$ cat src/rtl/game_flow_ctrl.sv
// Screen sequencer for the dino-run game: TITLE -> RUN -> DEAD -> RUN.
// Gates the title banner, pulses the object reset at game start and keeps the BCD score.
module game_flow_ctrl #(
    parameter int unsigned BlinkFrames = 30,
    parameter int unsigned ScoreFrames = 6,
    parameter int unsigned DeadFrames  = 60
) (
    input  logic        clk_i,
    input  logic        rst_i,
    input  logic        frame_i,
    input  logic        start_btn_i,
    input  logic        collision_i,
    input  logic        title_pixel_i,
    output logic        title_pixel_o,
    output logic [1:0]  state_o,
    output logic        game_run_o,
    output logic        game_reset_o,
    output logic [15:0] score_o
);

    typedef enum logic [1:0] {
        ST_TITLE = 2'd0,
        ST_RUN   = 2'd1,
        ST_DEAD  = 2'd2
    } state_t;

    localparam logic [7:0] BLINK_LAST = 8'(BlinkFrames - 1);
    localparam logic [7:0] SCORE_LAST = 8'(ScoreFrames - 1);
    localparam logic [7:0] DEAD_LAST  = 8'(DeadFrames);

    state_t      state;
    logic [7:0]  frame_cnt;
    logic        blink_on;
    logic        btn_prev;
    logic        title_en;
    logic        start_edge;

    // Four-digit BCD increment that sticks at 9999.
    function automatic logic [15:0] bcd_inc(input logic [15:0] v);
        logic [15:0] r;
        logic        carry;
        r     = v;
        carry = 1'b1;
        if (v == 16'h9999) begin
            return v;
        end
        for (int unsigned i = 0; i < 4; i++) begin
            if (carry) begin
                if (r[i*4 +: 4] == 4'd9) begin
                    r[i*4 +: 4] = 4'd0;
                end else begin
                    r[i*4 +: 4] = r[i*4 +: 4] + 4'd1;
                    carry       = 1'b0;
                end
            end
        end
        return r;
    endfunction

    assign start_edge    = start_btn_i & ~btn_prev;
    assign title_pixel_o = title_pixel_i & title_en;
    assign state_o       = state;

    // title_en is loaded with the enable for the state/blink values being entered,
    // so it always matches the registered state it accompanies.
    always_ff @(posedge clk_i) begin
        if (rst_i) begin
            state        <= ST_TITLE;
            score_o      <= '0;
            game_run_o   <= 1'b0;
            game_reset_o <= 1'b0;
            blink_on     <= 1'b1;
            frame_cnt    <= '0;
            btn_prev     <= 1'b1;
            title_en     <= 1'b1;
        end else begin
            btn_prev     <= start_btn_i;
            game_reset_o <= 1'b0;
            case (state)
                ST_TITLE: begin
                    if (start_edge) begin
                        state        <= ST_RUN;
                        game_run_o   <= 1'b1;
                        game_reset_o <= 1'b1;
                        score_o      <= '0;
                        frame_cnt    <= '0;
                        title_en     <= 1'b0;
                    end else if (frame_i) begin
                        if (frame_cnt == BLINK_LAST) begin
                            blink_on  <= ~blink_on;
                            title_en  <= ~blink_on;
                            frame_cnt <= '0;
                        end else begin
                            frame_cnt <= frame_cnt + 8'd1;
                        end
                    end
                end
                ST_RUN: begin
                    if (collision_i) begin
                        state      <= ST_DEAD;
                        game_run_o <= 1'b0;
                        frame_cnt  <= '0;
                        blink_on   <= 1'b1;
                        title_en   <= 1'b1;
                    end else if (frame_i) begin
                        if (frame_cnt == SCORE_LAST) begin
                            frame_cnt <= '0;
                            score_o   <= bcd_inc(score_o);
                        end else begin
                            frame_cnt <= frame_cnt + 8'd1;
                        end
                    end
                end
                ST_DEAD: begin
                    if (start_edge && (frame_cnt == DEAD_LAST)) begin
                        state        <= ST_RUN;
                        game_run_o   <= 1'b1;
                        game_reset_o <= 1'b1;
                        score_o      <= '0;
                        frame_cnt    <= '0;
                        title_en     <= 1'b0;
                    end else if (frame_i && (frame_cnt != DEAD_LAST)) begin
                        frame_cnt <= frame_cnt + 8'd1;
                    end
                end
                default: begin
                    state        <= ST_TITLE;
                    score_o      <= '0;
                    game_run_o   <= 1'b0;
                    game_reset_o <= 1'b0;
                    blink_on     <= 1'b1;
                    frame_cnt    <= '0;
                    title_en     <= 1'b1;
                end
            endcase
        end
    end

endmodule
$ cat config.mk
export PLATFORM = sky130hd
export DESIGN_NAME = game_flow_ctrl
export DESIGN_NICKNAME = d
export VERILOG_FILES = /design/src/rtl/game_flow_ctrl.sv
export SDC_FILE = /design/constraint.sdc
export NUM_CORES = 1
export LEC_CHECK = 0
export CORE_MARGIN = 8
export CORE_UTILIZATION = 50
export CTS_CLUSTER_SIZE = 40
export DETAILED_ROUTE_END_ITERATION = 6
export PLACE_DENSITY = 0.73
export SETUP_SLACK_MARGIN = 0.2
export SYNTH_ARGS = -nofsm -noshare
export SYNTH_HDL_FRONTEND = slang
export SYNTH_SLANG_ARGS = --single-unit
$ cat constraint.sdc
create_clock -name clk_i -period 6.5 [get_ports clk_i]
set_input_delay 1.3 -clock clk_i [delete_from_list [all_inputs] [get_ports clk_i]]
set_output_delay 1.3 -clock clk_i [all_outputs]
set_load 0.03 [all_outputs]
# ---- Word level (Yosys, flattened, before mapping)
# Index checks and enable logic that the tools add are counted.
dict set report word_totals {
  inputBits 6
  word_cells 131
  output_inout_bits 21
  ff_bits 31
}
dict set report op_classes {
  add_sub_neg 5
  eq_ne 28
  bitwise 5
  reduce_logical 11
  muxes 71
}
# op count
set op_table {}
lappend op_table {{$mux W16} 6}
lappend op_table {{$mux W8} 8}
lappend op_table {{$pmux W16 S3} 1}
lappend op_table {{$mux W1} 40}
lappend op_table {{$mux W4} 7}
lappend op_table {{$ne A3 B3 Y1 const B} 8}
lappend op_table {{$pmux W8 S3} 1}
lappend op_table {{$reduce_and A7 Y1} 3}
lappend op_table {{$ne A2 B2 Y1 const B} 9}
lappend op_table {{$add A4 B1 Y4 const B} 4}
lappend op_table {{$eq A16 B16 Y1 const B} 1}
lappend op_table {{$eq A4 B4 Y1 const B} 4}
lappend op_table {{$pmux W1 S3} 3}
lappend op_table {{$add A8 B1 Y8 const B} 1}
lappend op_table {{$eq A8 B3 Y1 const B} 1}
lappend op_table {{$eq A8 B5 Y1 const B} 1}
lappend op_table {{$eq A8 B6 Y1 const B} 1}
lappend op_table {{$ne A8 B6 Y1 const B} 1}
lappend op_table {{$mux W2} 3}
lappend op_table {{$pmux W2 S3} 1}
lappend op_table {{$reduce_and A3 Y1} 2}
lappend op_table {{$reduce_and A6 Y1} 1}
lappend op_table {{$reduce_and A5 Y1} 1}
lappend op_table {{$reduce_and A4 Y1} 1}
lappend op_table {{other kinds (7)} 11}

# ---- Logic depth before layout (Yosys ltp)
dict set report logic_depth {
  word_depth 33
  mapped_depth 9
  mapped_depth_nobuf 7
}

# ---- Worst setup path after synthesis
# OpenSTA, ideal clock, no wires.
dict set report synth_timing {
  kind {input port to output port}
  startpoint {input title_pixel_i}
  endpoint {output title_pixel_o}
  arrival_time_ns 1.581
  n_path_buf 0
  required_time_ns 5.200
  slack_ns 3.619
  cell_stages 1
  cell_sequence {and2_1}
}
dict set report synth_between {
  elab_chain_len 1
}
# item line
set synth_lines {}
lappend synth_lines {{start: declaration} 13} ;# input logic title_pixel_i,
lappend synth_lines {{$and A1 B1 Y1} 61} ;# assign title_pixel_o = title_pixel_i & title_en;
lappend synth_lines {{end: declaration} 14} ;# output logic title_pixel_o,
# No other way between the ends.

# ---- Worst setup path in the final report
# Ends and elaborated chain as after synthesis.

==> out/results.tsv <==
stage	metric	value	unit
sta	min_period_over_period	0.588	
synth	synth_compound_area_frac	0.213	
worst_setup_path	arrival	2.52	ns
final_layout	drive_gt1_frac	0.0784	
synth	synth_top_family_by_area	simple AND/OR/NAND/NOR gates	
clock_tree	cts.reportedPaths.clkPinSlew	0.06	ns
power	power	0.000406	W
routing	remaining_drc_errors	0	
worst_setup_path	timing.rr.end	score_o[4]	
final_layout	nets	272	
worst_setup_path	crit_chain	clkdlybuf4s50_1 -> and2_1 -> clkdlybuf4s50_1	
sta	hold_viol	0	
grt	grt_pass1_vias	1640	
clock_tree	cts_setup_buffers	0	
floorplanning	initial_core_util	0.518	
hold_path	hold_path.startpoint	game_run_o	
clock_tree	cts_tree	yes	
sta	timing.fmax	262	MHz
floorplanning	design.core.area	0.00363	sq mm
synth	muxShareOfSynthArea	0.0159	
hold_path	holdPathEnd	game_run_o	
floorplanning	row_count	22	
worst_setup_path	r2r_cells	6	
clock_tree	cts_hold_buffers	0	
clock_tree	cts_buffer_depth	2	
floorplanning	die-area	0.00599	sq mm
synth	ys.flop_type	dfxtp_1	
grt	antenna_found_initial	0	
floorplanning	die_w	77.4	microns
hold_path	hp-class	reg2reg	
placement	dp.final_hpwl	3250	microns
routing	first_pass_iters	4	
grt	grt_pass1_wl	7680	microns
clock_tree	htreeDepth	2	
clock_tree	cts_root_buf	clkbuf_8	
sta	rsz0062_at_grt	no	
clock_tree	clock_sinks	31	
clock_tree	clock_latency	0.28	ns
worst_setup_path	crit_path_end_kind	output port	
power	ir_drop	0.111	mV
grt	use_met2	0.236	
grt	grt-ovfl-total	0	
worst_setup_path	r2r_setup_slack	4.01	ns
synth	yosys_warnings	0	
sta	setup_tns	0	ns
worst_setup_path	crit_type	in2out	
final_layout	fill_cells	335	
sta	fin_crit	3.82	ns
run_status	status	completed	
floorplanning	die_y	77.4	microns
run	drv_cap	0	
placement	gp_congestion	0.865	
power	powerDensity	179	mW/mm^2
worst_setup_path	crit_path_top_delay_cell	clkdlybuf4s50_1	
grt	grt_usage	0.153	
sta	worst_pin_slew	0.679	ns
worst_setup_path	crit_fanout	1	
synth	synth.area.top_cells	dfxtp_1 33%, ha_1 7.3%, a21oi_1 5.6%	
clock_tree	cts-resized-gates	0	
final_layout	diodes	0	
final_layout	area_growth	20.7	%
worst_setup_path	slowest_delay	0.66	ns
sta	slew_viol_final	0	
routing	routedWlPerCell	14.3	microns
synth	ys_ff_latch	31	
synth	yosys.area.top_type	dfxtp_1	
placement	portBuffers	26	
synth	synth_simple_gate_area_share	0.304	
routing	num_vias	1782	
synth	synth_nets	244	
synth	synth-edff-count	0	
clock_tree	cts_made_buffers	5	
power	leakage	0.766	nW
synth	avgSynthCellArea	8.30	sq um
floorplanning	io_pins	27	
grt	use_met1	0.196	
worst_setup_path	cp_common_cell	clkdlybuf4s50_1	
worst_setup_path	r2r_start	frame_cnt[0]	
synth	synth_cells	227	
sta	setup_viol	0	
grt	grt_max_degree	23	
worst_setup_path	start_kind	input port	
synth	synth_area	0.00188	sq mm
grt	met3_usage	0.0495	
synth	synth_fa_ha_area_frac	0.0731	
sta	clock_skew	0.00471	ns
hold_path	holdPathStages	2	
routing	ant_nets	0	
worst_setup_path	required	5.20	ns
synth	synth_xor_area_frac	0.0233	
routing	avgViaCountPerCell	5.88	
synth	synthArstFlopShare	0	
grt	busiest_layer	met2	
synth	ys_seq_area_frac	0.330	
routing	wl	4330	microns
synth	synth_most_common_cell	dfxtp_1	
routing	drt_iter0_drc	168	
synth	yosys.cell_types.count	50	
synth	synth_common_cells	31 x dfxtp_1, 21 x a21oi_1, 18 x nor2_1	
synth	synth_top_area_frac	0.330	
sta	slew-limit-headroom	0.544	
==> cell type report <==
cell class | instances | area [sq um] | share of cell area
clock buffers | 6 | 82.6 | 0.0363
clock inverters | 1 | 5.00 | 0.00220
inverters | 14 | 52.6 | 0.0231
multi-input cells | 176 | 1180 | 0.521
flip-flops and latches | 31 | 621 | 0.273
well taps | 48 | 60.1 | 0.0264
repair buffers | 27 | 268 | 0.118
==> power by group <==
part	internal [W]	total (W)	switching (W)
Sequential	0.000194	0.000200	0.00000608
Clock	0.0000830	0.000155	0.0000724
Combinational	0.0000202	0.0000501	0.0000300
==> how the worst max path moves through the flow <==
| stage | from | end | slack, ns | cells after the start |
|---|---|---|---|---|
| finish | title_pixel_i | title_pixel_o | 2.68 | 3 |
| CTS | title_pixel_i | title_pixel_o | 2.67 | 3 |
| detailed placement | title_pixel_i | title_pixel_o | 2.67 | 3 |
| global placement | title_pixel_i | title_pixel_o | 2.67 | 3 |
| global route | title_pixel_i | title_pixel_o | 2.63 | 3 |
| floorplan | title_pixel_i | title_pixel_o | 3.62 | 1 |
==> stage by stage <==
step | util | hold WS, ns | worst slack [ns] | instances | instance area [sq um]
6_report | 0.626 | 0.482 | 2.68 | 303 | 2270
4_1_cts | 0.626 | 0.487 | 2.67 | 303 | 2270
3_5_place_dp | 0.602 | 0.478 | 2.67 | 296 | 2190
3_3_place_gp | 0.602 | 0.466 | 2.67 | 296 | 2190
2_1_floorplan | - | 0.462 | 3.62 | 227 | 1880
5_1_grt | 0.626 | 0.527 | 2.63 | 303 | 2270
==> kinds of logic (layout without fill, tap and decap cells) <==
logic type                 after synthesis  in the layout
DFF                                     31             31
buffers and inverters                   20             48
muxes                                    3              3
adders and majority gates               11             11
AOI/OAI and AO/OA                       61             61
xor gates and xnor gates                 5              5
and+or+nand+nor                         96             96
==> cells in the final DEF, fill, tap and decap left out, types with 3 or more instances in the layout <==
cell	synthesis	final
nand4_1	4	4
nand3b_1	5	5
and2_1	3	3
clkbuf_8	0	6
o311ai_0	4	4
nor2_1	18	18
and3b_1	3	3
nand2_1	14	14
a21oi_1	21	21
o21ai_0	14	14
xnor2_1	5	5
o32ai_1	3	3
o31ai_1	3	3
nor3_1	3	3
dfxtp_1	31	31
nand2b_1	4	4
ha_1	11	11
inv_1	13	13
nor4_1	8	8
or4_1	5	5
or3_1	5	5
mux2i_1	3	3
a31oi_1	3	3
nand3_1	8	8
clkdlybuf4s50_1	0	26
==> routing by layer <==
metal / part of all wire / wire length, microns
met3: 0.055 / 236
met1: 0.49 / 2130
met5: 0 / 0
met2: 0.44 / 1900
met4: 0.013 / 57
==> worst max-delay path, delay by kind of cell <==
family        cells  cell delay, ns
buf+inv           2            1.10
simple gates      1            0.11
==> flip-flops by register name (all words and copies together), names as in the netlist <==
signal and flops:
blink_on 1, btn_prev 1, frame_cnt 8, game_reset_o 1, game_run_o 1, score_o 16
state_o 2, title_en 1
No activity file was read; power rests on OpenSTA's default activity.
